[src/rtl/cpu_pkg.sv]
// cpu_pkg: opcode map, instruction field positions and fetch state shared by
// the fetch sequencer and the control unit.
package cpu_pkg;
    localparam logic [4:0] OP_NOP  = 5'd0;
    localparam logic [4:0] OP_ADD  = 5'd1;
    localparam logic [4:0] OP_ADC  = 5'd2;
    localparam logic [4:0] OP_SUB  = 5'd3;
    localparam logic [4:0] OP_SDC  = 5'd4;
    localparam logic [4:0] OP_SBB  = 5'd5;
    localparam logic [4:0] OP_AND  = 5'd6;
    localparam logic [4:0] OP_OR   = 5'd7;
    localparam logic [4:0] OP_XOR  = 5'd8;
    localparam logic [4:0] OP_NOT  = 5'd9;
    localparam logic [4:0] OP_SHFT = 5'd10;
    localparam logic [4:0] OP_MOV  = 5'd11;
    localparam logic [4:0] OP_JMP  = 5'd12;
    localparam logic [4:0] OP_JGO  = 5'd13;
    localparam logic [4:0] OP_JLO  = 5'd14;
    localparam logic [4:0] OP_JEO  = 5'd15;
    localparam logic [4:0] OP_HLT  = 5'd16;
    localparam logic [4:0] OP_RST  = 5'd17;
    localparam logic [4:0] OP_SETH = 5'd18;
    localparam logic [4:0] OP_SETL = 5'd19;

    localparam int OPP_LSB = 11;
    localparam int R1_LSB  = 8;
    localparam int R2_LSB  = 5;
    localparam int QR_LSB  = 2;
    localparam int RES_LSB = 0;

    typedef enum logic [1:0] {S_FETCH, S_ISSUE, S_HALT} fetch_state_e;

    function automatic logic op_reserved(input logic [4:0] op);
        return op > OP_SETL;
    endfunction
endpackage

[src/rtl/fetch_sequencer_if.sv]
// fetch_sequencer_if: instruction memory, decode handshake and datapath feedback
// bundle; master is the sequencer, slave is memory/control unit/datapath.
interface fetch_sequencer_if #(parameter int ADDR_W = 16);
    logic              imem_req;
    logic [ADDR_W-1:0] imem_addr;
    logic              imem_ack;
    logic [15:0]       imem_rdata;
    logic              dec_valid;
    logic              dec_ready;
    logic [4:0]        opp;
    logic [2:0]        R1;
    logic [2:0]        R2;
    logic [2:0]        QR;
    logic [1:0]        RES;
    logic [ADDR_W-1:0] jmp_target;
    logic              flag_gt;
    logic              flag_lt;
    logic              flag_eq;
    logic              resume;
    logic [ADDR_W-1:0] pc;
    logic              halted;
    logic              illegal;
    modport master (
        output imem_req, imem_addr, dec_valid, opp, R1, R2, QR, RES, pc, halted, illegal,
        input  imem_ack, imem_rdata, dec_ready, jmp_target, flag_gt, flag_lt, flag_eq, resume
    );
    modport slave (
        input  imem_req, imem_addr, dec_valid, opp, R1, R2, QR, RES, pc, halted, illegal,
        output imem_ack, imem_rdata, dec_ready, jmp_target, flag_gt, flag_lt, flag_eq, resume
    );
endinterface

[src/rtl/fetch_sequencer_pc_next_sel.sv]
// pc_next_sel: next PC for an issued instruction (jump target or pc+1 with wrap).
module pc_next_sel
    import cpu_pkg::*;
#(
    parameter int ADDR_W = 16
) (
    input  logic [ADDR_W-1:0] pc,
    input  logic [4:0]        op,
    input  logic              flag_gt,
    input  logic              flag_lt,
    input  logic              flag_eq,
    input  logic [ADDR_W-1:0] jmp_target,
    output logic [ADDR_W-1:0] pc_next
);
    logic taken;
    always_comb begin
        taken = (op == OP_JMP) || (op == OP_JGO && flag_gt) ||
                (op == OP_JLO && flag_lt) || (op == OP_JEO && flag_eq);
        pc_next = taken ? jmp_target : pc + ADDR_W'(1);
    end
endmodule

[src/rtl/fetch_sequencer.sv]
// fetch_sequencer: PC owner, instruction fetch and decode issue with jump/halt/reset handling.
// Define FETCH_ILLEGAL_TRAP_EN to halt on reserved opcodes instead of skipping them.
module fetch_sequencer
    import cpu_pkg::*;
#(
    parameter int              ADDR_W   = 16,
    parameter logic [ADDR_W-1:0] RESET_PC = '0
) (
    input logic            clk,
    input logic            rst,
    fetch_sequencer_if.master bus
);
    fetch_state_e      state_q, state_d;
    logic [ADDR_W-1:0] pc_q, pc_d, pc_issue;
    logic [15:0]       ir_q, ir_d;
    logic              illegal_q, illegal_d;
    logic [4:0]        op;

    assign op = ir_q[OPP_LSB +: 5];

    pc_next_sel #(.ADDR_W(ADDR_W)) u_pc_next_sel (
        .pc(pc_q),
        .op(op),
        .flag_gt(bus.flag_gt),
        .flag_lt(bus.flag_lt),
        .flag_eq(bus.flag_eq),
        .jmp_target(bus.jmp_target),
        .pc_next(pc_issue)
    );

    always_ff @(posedge clk or posedge rst) begin
        if (rst) begin
            state_q   <= S_FETCH;
            pc_q      <= RESET_PC;
            ir_q      <= '0;
            illegal_q <= 1'b0;
        end else begin
            state_q   <= state_d;
            pc_q      <= pc_d;
            ir_q      <= ir_d;
            illegal_q <= illegal_d;
        end
    end

    always_comb begin
        state_d   = state_q;
        pc_d      = pc_q;
        ir_d      = ir_q;
        illegal_d = illegal_q;
        case (state_q)
            S_FETCH: if (bus.imem_ack) begin
                ir_d    = bus.imem_rdata;
                state_d = S_ISSUE;
            end
            S_ISSUE: if (op == OP_HLT) begin
                pc_d    = pc_q + ADDR_W'(1);
                state_d = S_HALT;
            end else if (op == OP_RST) begin
                pc_d      = RESET_PC;
                illegal_d = 1'b0;
                state_d   = S_FETCH;
            end else if (op_reserved(op)) begin
                illegal_d = 1'b1;
`ifdef FETCH_ILLEGAL_TRAP_EN
                state_d   = S_HALT;
`else
                pc_d      = pc_q + ADDR_W'(1);
                state_d   = S_FETCH;
`endif
            end else if (bus.dec_ready) begin
                pc_d    = pc_issue;
                state_d = S_FETCH;
            end
            S_HALT: state_d = bus.resume ? S_FETCH : S_HALT;
            default: state_d = S_FETCH;
        endcase
    end

    // Only decoded state and registers reach the outputs; rst gates the request.
    always_comb begin
        bus.imem_req  = state_q == S_FETCH && !rst;
        bus.imem_addr = pc_q;
        bus.dec_valid = state_q == S_ISSUE && op != OP_HLT && op != OP_RST && !op_reserved(op);
        bus.opp       = op;
        bus.R1        = ir_q[R1_LSB +: 3];
        bus.R2        = ir_q[R2_LSB +: 3];
        bus.QR        = ir_q[QR_LSB +: 3];
        bus.RES       = ir_q[RES_LSB +: 2];
        bus.pc        = pc_q;
        bus.halted    = state_q == S_HALT;
        bus.illegal   = illegal_q;
    end
endmodule

[src/flat_wrapper.sv]
// flat-port wrapper written by rule: the top's interface ports become plain ports
module fetch_sequencer_flat import cpu_pkg::*;
#(
    parameter int              ADDR_W   = 16,
    parameter logic [ADDR_W-1:0] RESET_PC = '0
)
  (clk, rst, bus_imem_req, bus_imem_addr, bus_dec_valid, bus_opp, bus_R1, bus_R2, bus_QR, bus_RES, bus_pc, bus_halted, bus_illegal, bus_imem_ack, bus_imem_rdata, bus_dec_ready, bus_jmp_target, bus_flag_gt, bus_flag_lt, bus_flag_eq, bus_resume);
  fetch_sequencer_if #(.ADDR_W(ADDR_W)) bus_i ();
  input logic clk;
  input logic rst;
  output wire logic [$bits(bus_i.imem_req)-1:0] bus_imem_req;
  output wire logic [$bits(bus_i.imem_addr)-1:0] bus_imem_addr;
  output wire logic [$bits(bus_i.dec_valid)-1:0] bus_dec_valid;
  output wire logic [$bits(bus_i.opp)-1:0] bus_opp;
  output wire logic [$bits(bus_i.R1)-1:0] bus_R1;
  output wire logic [$bits(bus_i.R2)-1:0] bus_R2;
  output wire logic [$bits(bus_i.QR)-1:0] bus_QR;
  output wire logic [$bits(bus_i.RES)-1:0] bus_RES;
  output wire logic [$bits(bus_i.pc)-1:0] bus_pc;
  output wire logic [$bits(bus_i.halted)-1:0] bus_halted;
  output wire logic [$bits(bus_i.illegal)-1:0] bus_illegal;
  input wire logic [$bits(bus_i.imem_ack)-1:0] bus_imem_ack;
  input wire logic [$bits(bus_i.imem_rdata)-1:0] bus_imem_rdata;
  input wire logic [$bits(bus_i.dec_ready)-1:0] bus_dec_ready;
  input wire logic [$bits(bus_i.jmp_target)-1:0] bus_jmp_target;
  input wire logic [$bits(bus_i.flag_gt)-1:0] bus_flag_gt;
  input wire logic [$bits(bus_i.flag_lt)-1:0] bus_flag_lt;
  input wire logic [$bits(bus_i.flag_eq)-1:0] bus_flag_eq;
  input wire logic [$bits(bus_i.resume)-1:0] bus_resume;
  assign bus_imem_req = bus_i.imem_req;
  assign bus_imem_addr = bus_i.imem_addr;
  assign bus_dec_valid = bus_i.dec_valid;
  assign bus_opp = bus_i.opp;
  assign bus_R1 = bus_i.R1;
  assign bus_R2 = bus_i.R2;
  assign bus_QR = bus_i.QR;
  assign bus_RES = bus_i.RES;
  assign bus_pc = bus_i.pc;
  assign bus_halted = bus_i.halted;
  assign bus_illegal = bus_i.illegal;
  assign bus_i.imem_ack = bus_imem_ack;
  assign bus_i.imem_rdata = bus_imem_rdata;
  assign bus_i.dec_ready = bus_dec_ready;
  assign bus_i.jmp_target = bus_jmp_target;
  assign bus_i.flag_gt = bus_flag_gt;
  assign bus_i.flag_lt = bus_flag_lt;
  assign bus_i.flag_eq = bus_flag_eq;
  assign bus_i.resume = bus_resume;
  fetch_sequencer #(.ADDR_W(ADDR_W), .RESET_PC(RESET_PC)) u_core (.clk(clk), .rst(rst), .bus(bus_i));
endmodule
[config.mk]
export PLATFORM = sky130hd
export DESIGN_NAME = fetch_sequencer_flat
export DESIGN_NICKNAME = d
export VERILOG_FILES = /design/src/rtl/cpu_pkg.sv /design/src/rtl/fetch_sequencer_if.sv /design/src/rtl/fetch_sequencer_pc_next_sel.sv /design/src/rtl/fetch_sequencer.sv /design/src/flat_wrapper.sv
export SDC_FILE = /design/constraint.sdc
export NUM_CORES = 1
export LEC_CHECK = 0
export BUFFER_PORTS_ARGS = -buffer_cell sky130_fd_sc_hd__buf_2
export CAP_MARGIN = 5
export CORE_UTILIZATION = 38
export DETAILED_ROUTE_END_ITERATION = 8
export PLACE_DENSITY = 0.63
export SYNTH_ARGS = -nofsm -noshare
export SYNTH_HDL_FRONTEND = slang
export SYNTH_HIERARCHICAL = 1
export SYNTH_SLANG_ARGS = --single-unit
[constraint.sdc]
create_clock -name clk -period 3.8 [get_ports clk]
set_clock_uncertainty 0.05 [all_clocks]
set_input_delay 0.76 -clock clk [delete_from_list [all_inputs] [get_ports clk]]
set_output_delay 0.76 -clock clk [all_outputs]
set_load 0.05 [all_outputs]
==> out/metrics.csv <==
metric,value,unit
Max Root-Sink Buffers,2,
cells resized by post-CTS repair,0,
sequential fraction of the synthesis area,33.5,%
failing checks,DRC,
highest net fanout along the worst path,16,
Post-synth EDFFs,0,
unrepaired setup endpoints after global routing,false,
buffer type at the clock tree root,clkbuf_8,
setup violation total in the final timing report,0,
First DRT Iteration DRCs,204,
RR Startpoint,u_core/ir_q[12]$_DFFE_PP0P_,
CTS tree,yes,
final routed wire length divided by cell count,16.5,µm
ports placed on the boundary,92,
Num CTS Buffers,5,
Mapped Avg Cell Area,9.01,µm²
starting utilization of the core area,40.2,%
final-layout setup total negative slack,0,ps
post-synthesis compound-gate area fraction,21.7,%
total number of clock tree sinks,35,
routed vias/inst,5.72,
worst-case headroom to the max-slew limit,38.3,%
number of remaining DRC errors,6,
number of nets in the finished design,402,
number of cell rows,29,
horizontal extent of the die,84.9,µm
Hold Startpoint,u_core/ir_q[1]$_DFFE_PP0P_,
global-route usage over all layers,20.9,%
syn_nets,332,
outcome,finished with violations,
clock latency reported for the late side of the worst-skew pair,290,ps
# Post-CTS Setup Buffers,0,
first-pass iteration count of the detailed router,9,
largest net degree at the start of global routing,25,
dominant cells by area after synthesis,"dfrtp_1 (34%), mux2_2 (6.5%), buf_4 (5.5%)",
ratio of cells with drive above 1 in the final layout,36.3,%
"FFs w/ async S/R, synth",100,%
mapped cell area,2610,µm²
Max Clock Freq,356,MHz
final RePlAce weighted congestion,0.852,
RR Endpoint,u_core/bus.imem_addr[2]$_DFFE_PP0P_,
area delta synth->final,17.7,%
count of final max-slew check failures,0,
count of max-cap constraint violations,0,
adder-cell share of the synthesized area,0.957,%
placed wire-length estimate after detailed placement,5000,µm
Clock Pin Slew Worst Setup and Hold Paths,80,ps
Worst Path Required,2990,ps
port buffer count,91,
initial antenna violation count,0,
Min Hold Slack,458,ps
"Max stage delay cell, worst path",dfrtp_1,
wire length of the first global-routing pass,11900,µm
#FFs+latches synth,35,
actual transition at the worst max-transition pin,925,ps
Register-to-Register Setup Slack,1440,ps
data arrival time at the worst-slack endpoint,2000,ps
Vert. Die Dim,84.9,µm
# H-tree levels,2,
number of hold-repair buffers added at the cts stage,0,
grt ovf,0,
Crit path largest cell delay,500,ps
Hold/Removal Path Class,reg -> reg,
Hold Crit Endpoint,u_core/ir_q[1]$_DFFE_PP0P_,
via count,2506,
largest family of logic cells by synthesized area,simple AND/OR/NAND/NOR gates,
kind of launch point of the worst setup path,flop,
final WL,7220,µm
post-synthesis mux area share,7.28,%
classification of the worst setup path,reg -> out,
post-route ant nets,0,
worst reg2reg path depth,8,
die footprint,7210,µm²
final hold violation count,0,
cell count after synthesis,290,
Worst Hold Path Cells,1,
area share of the largest cell type after synthesis,33.5,%
ant diodes,0,
crit path capture type,primary output,
via count of the first global-routing pass,2322,
Post-synth top flop,dfrtp_1,
Synth cell types,57,
crit-path cells,or3b_1 > and2_1 > nor2_1 > buf_2,
total number of yosys warnings,6,
xor and xnor fraction of the mapped netlist area,4.69,%
shortest period the worst path allows,2810,ps
"post-synthesis share of cell area spent on and, or, nand and nor gates",22.0,%
most area-hungry cell type in the Yosys netlist,dfrtp_1,
post-route fraction of the period consumed by the critical path,74.0,%
Core Box Area,6490,µm²
-- state kept, by name, summed over array words and instances (netlist names) --
name	count
u_core/ir_q	16
u_core/bus.illegal	1
u_core/bus.imem_addr	16
u_core/state_q	2
-- worst max-delay path, delay by kind of cell, from the launching register on --
family | cells | cell delay (ps)
buf+inv | 1 | 280
flops | 1 | 500
simple gates | 3 | 930
-- per-stage QoR --
step | utilization, % | area (µm²) | instances | worst slack, ps
finish | 47.4 | 3080 | 438 | 988
global route | 47.4 | 3080 | 438 | 827
CTS | 47.4 | 3080 | 438 | 954
detailed placement | 45.8 | 2980 | 430 | 1180
global placement | 45.8 | 2980 | 430 | 1210
floorplan | - | 2610 | 290 | 783
-- cells by family (layout without fill, tap and decap cells) --
group | Yosys count | in the layout
buf+inv | 41 | 112
compound gates | 76 | 76
xor+xnor | 14 | 14
flops | 35 | 35
fa+ha+maj | 2 | 2
simple gates | 105 | 105
mux | 17 | 17
-- cell type report --
cell class | instances | area, µm²
sequential | 35 | 876
clock inverter | 2 | 16.3
timing repair buffer | 95 | 485
inverter | 9 | 33.8
tap | 77 | 96.3
fill | 636 | 3420
multi-input combinational | 214 | 1490
clock buffer | 6 | 82.6
-- cell usage in the layout (no fill, tap or decap), types with 4 or more instances in the layout --
cell	n
a211oi_1	4
a21oi_1	4
buf_2	91
buf_4	4
clkbuf_8	6
dfrtp_1	35
inv_1	9
mux2_2	15
nand2_1	37
nand3_1	9
nand4_1	10
nor2_1	9
nor2b_1	4
nor3_1	9
nor4_1	7
o21ai_0	10
o21ai_1	10
o21ai_2	4
o22ai_1	4
o2bb2ai_1	4
o31ai_1	7
o41ai_1	4
xnor2_1	7
xor2_1	7
-- synthesized netlist by cell type, types with 2 or more instances --
cell	instances
nor2b_1	4
o31ai_1	7
nor3b_1	2
o2bb2ai_1	4
and3_1	3
o22ai_1	4
nor3_1	9
dfrtp_1	35
xnor2_1	7
o21bai_1	3
nand4_2	2
buf_6	3
a221o_1	2
ha_1	2
mux2_2	15
inv_1	9
buf_2	7
a32oi_1	3
o21ai_0	10
nand2_1	37
o21a_1	2
a21oi_1	4
o211ai_1	3
nor4_1	7
nor2_1	9
o21ai_2	4
and4_1	2
and2_1	3
xor2_1	7
o21ai_1	10
nand4_1	10
clkbuf_1	3
buf_4	19
a211oi_1	4
or3_1	2
o41ai_1	4
nand3_1	9
-- per-layer routing --
metal	part of all wire [%]	track usage [%]
met1	46	29.2
met2	45	31.7
met3	6.7	4.96
met4	1.8	7.40
met5	0	0
-- worst max-delay path by stage --
| stage | endpoint | slack (ps) | start | cells after the start |
|---|---|---|---|---|
| finish | bus_dec_valid | 990 | u_core/ir_q[12]$_DFFE_PP0P_ | 4 |
| global route | bus_dec_valid | 830 | u_core/ir_q[12]$_DFFE_PP0P_ | 4 |
| CTS | bus_dec_valid | 950 | u_core/ir_q[12]$_DFFE_PP0P_ | 4 |
| detailed placement | u_core/bus.imem_addr[2]$_DFFE_PP0P_ | 1180 | bus_flag_eq | 9 |
| global placement | u_core/bus.imem_addr[2]$_DFFE_PP0P_ | 1210 | bus_flag_eq | 9 |
| floorplan | bus_dec_valid | 780 | u_core/ir_q[12]$_DFFE_PP0P_ | 5 |
Power is left out: the tool's default activity adds up to more than one toggle a clock period on the data nets, which glitch-free logic cannot reach.
